==> src/rtl/mul_rs_pkg.sv <==
// mul_rs_pkg: shared types and default widths for the multiplier reservation station
package mul_rs_pkg;
  localparam int XLEN_D = 32;
  localparam int TAG_W_D = 4;
  typedef enum logic [1:0] {EX_IDLE, EX_BUSY, EX_WB} ex_state_e;
  typedef struct packed {
    logic               valid;
    logic [TAG_W_D-1:0] tag;
    logic [XLEN_D-1:0]  vj;
    logic [XLEN_D-1:0]  vk;
    logic [TAG_W_D-1:0] qj;
    logic [TAG_W_D-1:0] qk;
    logic               j_rdy;
    logic               k_rdy;
  } rs_entry_t;
endpackage

==> src/rtl/mul_rs_prio_sel.sv <==
// rs_prio_sel: lowest-index one-hot picker with found flag
module rs_prio_sel #(
  parameter int N = 4
) (
  input  logic [N-1:0] req,
  output logic [N-1:0] gnt,
  output logic         found
);
  assign gnt = req & (-req);
  assign found = |req;
endmodule

==> src/rtl/mul_rs.sv <==
// mul_rs: reservation station feeding the 6-cycle multiplier and the CDB.
// MUL_RS_BYPASS_EN: capture a same-cycle CDB broadcast at allocation instead of stalling issue.
module mul_rs
  import mul_rs_pkg::*;
#(
  parameter int DEPTH = 4,
  parameter int TAG_W = TAG_W_D,
  parameter int XLEN  = XLEN_D
) (
  input  logic                       clk,
  input  logic                       rst,
  input  logic                       flush,
  input  logic                       issue_valid,
  output logic                       issue_ready,
  input  logic [TAG_W-1:0]           issue_tag,
  input  logic [XLEN-1:0]            issue_vj,
  input  logic [XLEN-1:0]            issue_vk,
  input  logic [TAG_W-1:0]           issue_qj,
  input  logic [TAG_W-1:0]           issue_qk,
  input  logic                       issue_j_rdy,
  input  logic                       issue_k_rdy,
  input  logic                       cdb_valid,
  input  logic [TAG_W-1:0]           cdb_tag,
  input  logic [XLEN-1:0]            cdb_data,
  output logic                       mul_ena,
  output logic [XLEN-1:0]            mul_a,
  output logic [XLEN-1:0]            mul_b,
  input  logic [XLEN-1:0]            mul_result,
  input  logic                       mul_valid,
  output logic                       mul_flush,
  output logic                       wb_req,
  input  logic                       wb_gnt,
  output logic [TAG_W-1:0]           wb_tag,
  output logic [XLEN-1:0]            wb_data,
  output logic [$clog2(DEPTH+1)-1:0] occupancy
);
  localparam int OW = $clog2(DEPTH+1);
  rs_entry_t rs [DEPTH];
  rs_entry_t new_e, sel_e;
  ex_state_e state;
  logic [DEPTH-1:0] free, rdy, alloc_oh, sel_oh;
  logic free_found, sel_found, alloc, dispatch, first;
  logic [TAG_W-1:0] cur_tag;
  rs_prio_sel #(.N(DEPTH)) u_alloc (.req(free), .gnt(alloc_oh), .found(free_found));
  rs_prio_sel #(.N(DEPTH)) u_sel (.req(rdy), .gnt(sel_oh), .found(sel_found));
`ifdef MUL_RS_BYPASS_EN
  assign issue_ready = free_found && !flush;
`else
  assign issue_ready = free_found && !flush && !cdb_valid;
`endif
  assign alloc = issue_valid && issue_ready;
  assign dispatch = sel_found && state == EX_IDLE && !flush;
  always_comb begin
    free = '0;
    rdy = '0;
    sel_e = '0;
    occupancy = '0;
    for (int i = 0; i < DEPTH; i++) begin
      free[i] = !rs[i].valid;
      rdy[i] = rs[i].valid && rs[i].j_rdy && rs[i].k_rdy;
      occupancy = occupancy + OW'(rs[i].valid);
      if (sel_oh[i]) sel_e = rs[i];
    end
  end
  always_comb begin
    new_e = '{valid: 1'b1, tag: issue_tag, vj: issue_vj, vk: issue_vk, qj: issue_qj,
              qk: issue_qk, j_rdy: issue_j_rdy, k_rdy: issue_k_rdy};
`ifdef MUL_RS_BYPASS_EN
    if (!issue_j_rdy && cdb_valid && issue_qj == cdb_tag) begin
      new_e.vj = cdb_data;
      new_e.j_rdy = 1'b1;
    end
    if (!issue_k_rdy && cdb_valid && issue_qk == cdb_tag) begin
      new_e.vk = cdb_data;
      new_e.k_rdy = 1'b1;
    end
`endif
  end
  always_ff @(posedge clk or posedge rst)
    if (rst) begin
      for (int i = 0; i < DEPTH; i++) rs[i] <= '0;
    end else if (flush) begin
      for (int i = 0; i < DEPTH; i++) rs[i].valid <= 1'b0;
    end else begin
      for (int i = 0; i < DEPTH; i++)
        if (alloc && alloc_oh[i]) rs[i] <= new_e;
        else if (dispatch && sel_oh[i]) rs[i].valid <= 1'b0;
        else if (rs[i].valid) begin
          if (!rs[i].j_rdy && cdb_valid && rs[i].qj == cdb_tag) begin
            rs[i].vj <= cdb_data;
            rs[i].j_rdy <= 1'b1;
          end
          if (!rs[i].k_rdy && cdb_valid && rs[i].qk == cdb_tag) begin
            rs[i].vk <= cdb_data;
            rs[i].k_rdy <= 1'b1;
          end
        end
    end
  // first blanks the stale mul_valid left over from the previous op
  always_ff @(posedge clk or posedge rst)
    if (rst) begin
      state <= EX_IDLE;
      first <= 1'b0;
      mul_ena <= 1'b0;
      mul_a <= '0;
      mul_b <= '0;
      cur_tag <= '0;
      wb_req <= 1'b0;
      wb_tag <= '0;
      wb_data <= '0;
      mul_flush <= 1'b0;
    end else begin
      mul_flush <= flush;
      first <= 1'b0;
      if (flush) begin
        state <= EX_IDLE;
        mul_ena <= 1'b0;
        wb_req <= 1'b0;
      end else
        case (state)
          EX_IDLE:
            if (dispatch) begin
              mul_a <= sel_e.vj;
              mul_b <= sel_e.vk;
              cur_tag <= sel_e.tag;
              mul_ena <= 1'b1;
              first <= 1'b1;
              state <= EX_BUSY;
            end
          EX_BUSY:
            if (!first && mul_valid) begin
              wb_data <= mul_result;
              wb_tag <= cur_tag;
              mul_ena <= 1'b0;
              wb_req <= 1'b1;
              state <= EX_WB;
            end
          EX_WB:
            if (wb_gnt) begin
              wb_req <= 1'b0;
              state <= EX_IDLE;
            end
          default: state <= EX_IDLE;
        endcase
    end
endmodule

==> config.mk <==
export PLATFORM = sky130hd
export DESIGN_NAME = mul_rs
export DESIGN_NICKNAME = d
export VERILOG_FILES = /design/src/rtl/mul_rs_pkg.sv /design/src/rtl/mul_rs_prio_sel.sv /design/src/rtl/mul_rs.sv
export SDC_FILE = /design/constraint.sdc
export NUM_CORES = 1
export LEC_CHECK = 0
export CAP_MARGIN = 15
export CORE_ASPECT_RATIO = 0.9
export CORE_MARGIN = 5
export CORE_UTILIZATION = 60
export CTS_CLUSTER_DIAMETER = 80
export CTS_CLUSTER_SIZE = 40
export DETAILED_ROUTE_END_ITERATION = 16
export GPL_ROUTABILITY_DRIVEN = 0
export GPL_TIMING_DRIVEN = 0
export PLACE_DENSITY = 0.86
export RECOVER_POWER = 25
export SYNTH_ARGS = -nofsm -noshare
export SYNTH_HDL_FRONTEND = slang
export SYNTH_SLANG_ARGS = --single-unit
==> constraint.sdc <==
create_clock -name clk -period 44.8 [get_ports clk]
set_input_delay 8.96 -clock clk [delete_from_list [all_inputs] [get_ports clk]]
set_output_delay 8.96 -clock clk [all_outputs]
set_load 0.01 [all_outputs]
Word level (Yosys, flattened, before mapping)
Cells that the tools add are included.

Register bits after elaboration: 426. Logic and storage cells: 230. Output and inout bits: 107.

Add/sub/neg operators: 5. Reductions and logical operators: 91. Eq/ne operators: 17. Bitwise logic cells: 3. Muxes and demuxes: 72.

Operator list (count): 2-to-1 mux 64 bit (12); 2-to-1 mux 78 bit (4); 2-to-1 mux 32 bit (8); logical AND 1 bit (38); equality test 4 bit (8); 2-to-1 mux 2 bit (16); AND reduction 4 bit (8); 2-to-1 mux 1 bit (29); nonzero test 2 bit (12); nonzero test 3 bit (6); logical NOT 1 bit (15); AND reduction 3 bit (5); != test 3 bit (second input constant) (3); AND 4 bit (2); != test 2 bit (second input constant) (4); negator 4 bit (2); AND reduction 2 bit (4); OR reduction 4 bit (2); case mux 2 bit (3 select lines) (1); case mux 1 bit (2 select lines) (2); adder 2 x 1 -> 3 bit (1); adder 3 x 1 -> 3 bit (1); adder 1 x 1 -> 2 bit (1); equality test 2 x 1 -> 1 bit (second input constant) (1); 3 further kinds (3).

Longest topological paths before layout
Depth after elaboration: 9. Mapped depth: 8. Depth with buffers taken out: 6.

Hierarchy
From an unflattened synthesis, not the netlist that was laid out.

Cells, all modules: 1989. Area, all modules: 21081.5 µm².

By module, submodules not included: mul_rs (cells each 1979, sequential area each 10660.2 µm², times used 1, area each 21001.4 µm²); rs_prio_sel (cells each 5, sequential area each 0.0 µm², times used 2, area each 40.0 µm²).

Worst setup path after synthesis
No wires, ideal clock.

Path kind: in2out. From: input port flush. To: output port issue_ready. Stages on the path: 2. Data arrival time: 9457 ps. Setup slack: 26383 ps. Path through: buf_4 > a311oi_1.

Word-level cells in the longest chain between the ends: 3.

Ends and longest elaborated chain: start, declared (RTL line mul_rs.sv:12) `input logic flush,`; logical NOT 1 bit (RTL line mul_rs.sv:49) `assign issue_ready = free_found && !flush && !cdb_valid;`; logical AND 1 bit (2 in a row) (RTL line mul_rs.sv:49); end, declared (RTL line mul_rs.sv:14) `output logic issue_ready,`.

No other way between the ends.

Worst setup path in the final report
Ends and elaborated chain as after synthesis.

==> flow_summary.toml <==
[run_status]
status = "complete, but fails checks"
violations = "max-capacitance violations, max-slew violations"

[clock_tree]
cts_setup_buffers = 0
cts_hold_buffers = 0
cts_root_buf = "clkbuf_16"
clkTransAtPathRegs_ps = 130
cts.sinks = 426
tritoncts = "built"
cts_max_level = 1
clk_latency_ps = 570
clockBufferDepth = 3
cts-resized-gates = 0
cts_made_buffers = 17

[setup_path]
slowest_stage = "dlygate4sd3_1"
r2r_end = "mul_b[1]"
path_class = "in -> out"
critical-path-max-stage-delay_ps = 650
r2r-start = "rs[236]"
critPathLaunchType = "input pin"
setup.worst_path.end_class = "output pin"
worstPathMaxFanout = 10
required_ps = 35840
path_cells = "dlygate4sd3_1 > clkbuf_1 > a311oi_1 > clkdlybuf4s50_1"
worst-r2r-setup-slack_ps = 41850
reg2regPathDepth = 6
crit_arrival_ps = 10970

[synthesis]
synth_top_family_by_area = "compound AO/OA/AOI/OAI gates"
synth_seq_cells = 426
synth_edf_count = 0
ys_seq_area_share_pct = 53.1
synthCells = 2049
syn_avg_cell_area_um2 = 9.80
synth.distinct_cells = 55
synth_top_cell_area_share_pct = 53.1
synth-adder-area-share_pct = 0.287
async_reset_ff_share_pct = 100
yosys-top-cells-area = "dfrtp_1, mux2i_1, nor2_1"
synth-compound-area-share_pct = 16.9
synth-simple-area-share_pct = 12.8
yosys_warnings = 0
synth_xor_area_share_pct = 1.13
syn_nets = 2206
synth_area_um2 = 20100
synth_area_leader_cell = "dfrtp_1"
synthMuxAreaShare_pct = 10.4
synth-main-ff-cell = "dfrtp_1"

[timing]
layout_min_cycle_time_ps = 19930
post-route-period-util_pct = 44.5
slew_headroom_pct = -270
setup_tns_ps = 0
clock_skew_ps = 27.3
finalHoldViolations = 0
setup_viol = 0
rsz0062_at_grt = "false"
fin_ws_ps = 24870
fmax_mhz = 50.2
finalMaxSlewViolations = 309
tightest_slew_ps = 5520

[layout]
nNetsFinal = 2483
multi_input_area_um2 = 8330
final-seq-area_um2 = 10700
layout_commonest_cell = "dfrtp_1"
layout_common_cells = "dfrtp_1, clkdlybuf4s50_1, nor2_1, nand2_1, a21oi_1"
final_layout_size_suffix_gt1_share_pct = 8.35
nFillCells = 2386
syn_to_final_growth_pct = 18.5
finish.utilization_pct = 72.0

[power]
p_comb_share_pct = 25.5
p_int_mw = 0.683
switching_share_pct = 31.3
clkPwrFrac_pct = 21.8
power.switching_mw = 0.311
ir_worst_vdd_mv = 0.0276
powerDensity_nw_per_um2 = 41.8
sequentialPowerShare_pct = 52.7
p_leak_nw = 11.0

[grt]
grt_pass1_wl_mm = 108
grtUsageTotal_pct = 37.6
antenna_found_initial = 2
grt_max_degree = 124
grt_overflow = 0
grt_pass1_vias = 18600

[route]
post_drt_via_cell_ratio = 6.75
first_iter_violations = 3139
drc = 0
drtAntennaViolNets = 0
wl_per_cell_um = 25.9
firstDrtPassIters = 8
vias = 18600
wl_mm = 71.4

[placed_design]
hpwl_mm = 49.6
pre_cts_ws_ps = 25100
port-buffer-count = 255

[floorplan]
die_area_um2 = 37200
die_h_um = 184
start_util_pct = 60.8
core_area_um2 = 33000
ios = 260
die_w_um = 203
row_count = 63

[hold_path]
hold_path_end = "rs[75]"
min_path_cells = 2
hold_path_class = "reg -> reg"
min_from = "rs[75]"

[flow_run]
cap_violations = 3
[layer usage]
metal | GRT usage (%) | part of all wire (%) | vias to the layer above
met2 | 56.7 | 44 | 1647
met5 | 0 | 0.018 | -
met4 | 17.7 | 5.7 | 2
met1 | 49.8 | 36 | 8927
li1 | - | - | 7732
met3 | 12.4 | 15 | 305
[flip-flops by register name (all words and copies together) (netlist names)]
register   cells
wb_data       32
first          1
rs           316
mul_b         32
mul_flush      1
cur_tag        4
wb_req         1
wb_tag         4
state          2
mul_ena        1
mul_a         32
[how the worst max path moves through the flow]
stage	startpoint	to	slack (ps)	cells after the start
final	flush	issue_ready	24870	4
after global routing	flush	issue_ready	24780	4
after CTS	flush	issue_ready	25090	4
after detailed placement	flush	issue_ready	25100	4
after global placement	rst	mul_b[15]	19450	2
after floorplan	rst	cur_tag[0]	23980	1
[per-stage QoR]
stage,instance area (µm²),hold WS [ps],std cells,power [mW]
global placement,23200,463,2726,0.764
CTS,23900,508,2758,0.989
floorplan,20100,446,2049,0.642
finish,23800,512,2759,0.994
global route,23800,535,2759,1.03
detailed placement,23200,478,2729,0.780
[cells by family after synthesis]
| kind of cell | count (synthesis) |
|---|---|
| simple gates | 602 |
| compound gates | 546 |
| mux | 199 |
| fa+ha+maj | 4 |
| flops | 426 |
| xor+xnor | 26 |
| buf+inv | 246 |
[power groups by stage]
stage / Combinational, mW / Sequential (mW) / Clock, mW
2_1_floorplan: 0.113 / 0.529 / 0
5_1_grt: 0.274 / 0.532 / 0.227
6_report: 0.253 / 0.524 / 0.217
3_5_place_dp: 0.251 / 0.529 / 0
3_3_place_gp: 0.240 / 0.524 / 0
4_1_cts: 0.252 / 0.521 / 0.215
[synthesized netlist by cell type (2+ instances only)]
master    count
a21oi_1     144
a221o_1      14
a221oi_1     50
a22oi_1      50
a31oi_1      82
and3_1        2
buf_1         3
buf_2        76
buf_6         8
clkbuf_1     76
dfrtp_1     426
ha_1          3
inv_1        80
mux2_2       71
mux2i_1     128
nand2_1     224
nand2b_1      8
nand3_1      42
nand4_1       3
nor2_1      232
nor2b_1      34
nor3_1       39
nor3_2        3
nor4_2        2
o211ai_1     34
o21ai_0     122
o221ai_1      4
o22ai_1      34
o31ai_1       2
or3_1         3
or4b_1        2
xnor2_1      18
xor2_1        8
[layout make-up]
class                      instances  area share [%]
antenna                            1          0.0105
timing repair buffer             258            10.9
tap                              422            2.22
sequential                       426            44.8
inverter                          82            1.30
multi-input combinational       1377            35.0
clock buffer                      18            1.85
clock inverter                    11           0.700
buffer                           164            3.24
[critical path: cells and delay by family]
family	cells	cell delay, ps
buf+inv	3	1570
compound gates	1	430
Note: power is estimated with default switching activity, not from simulation.
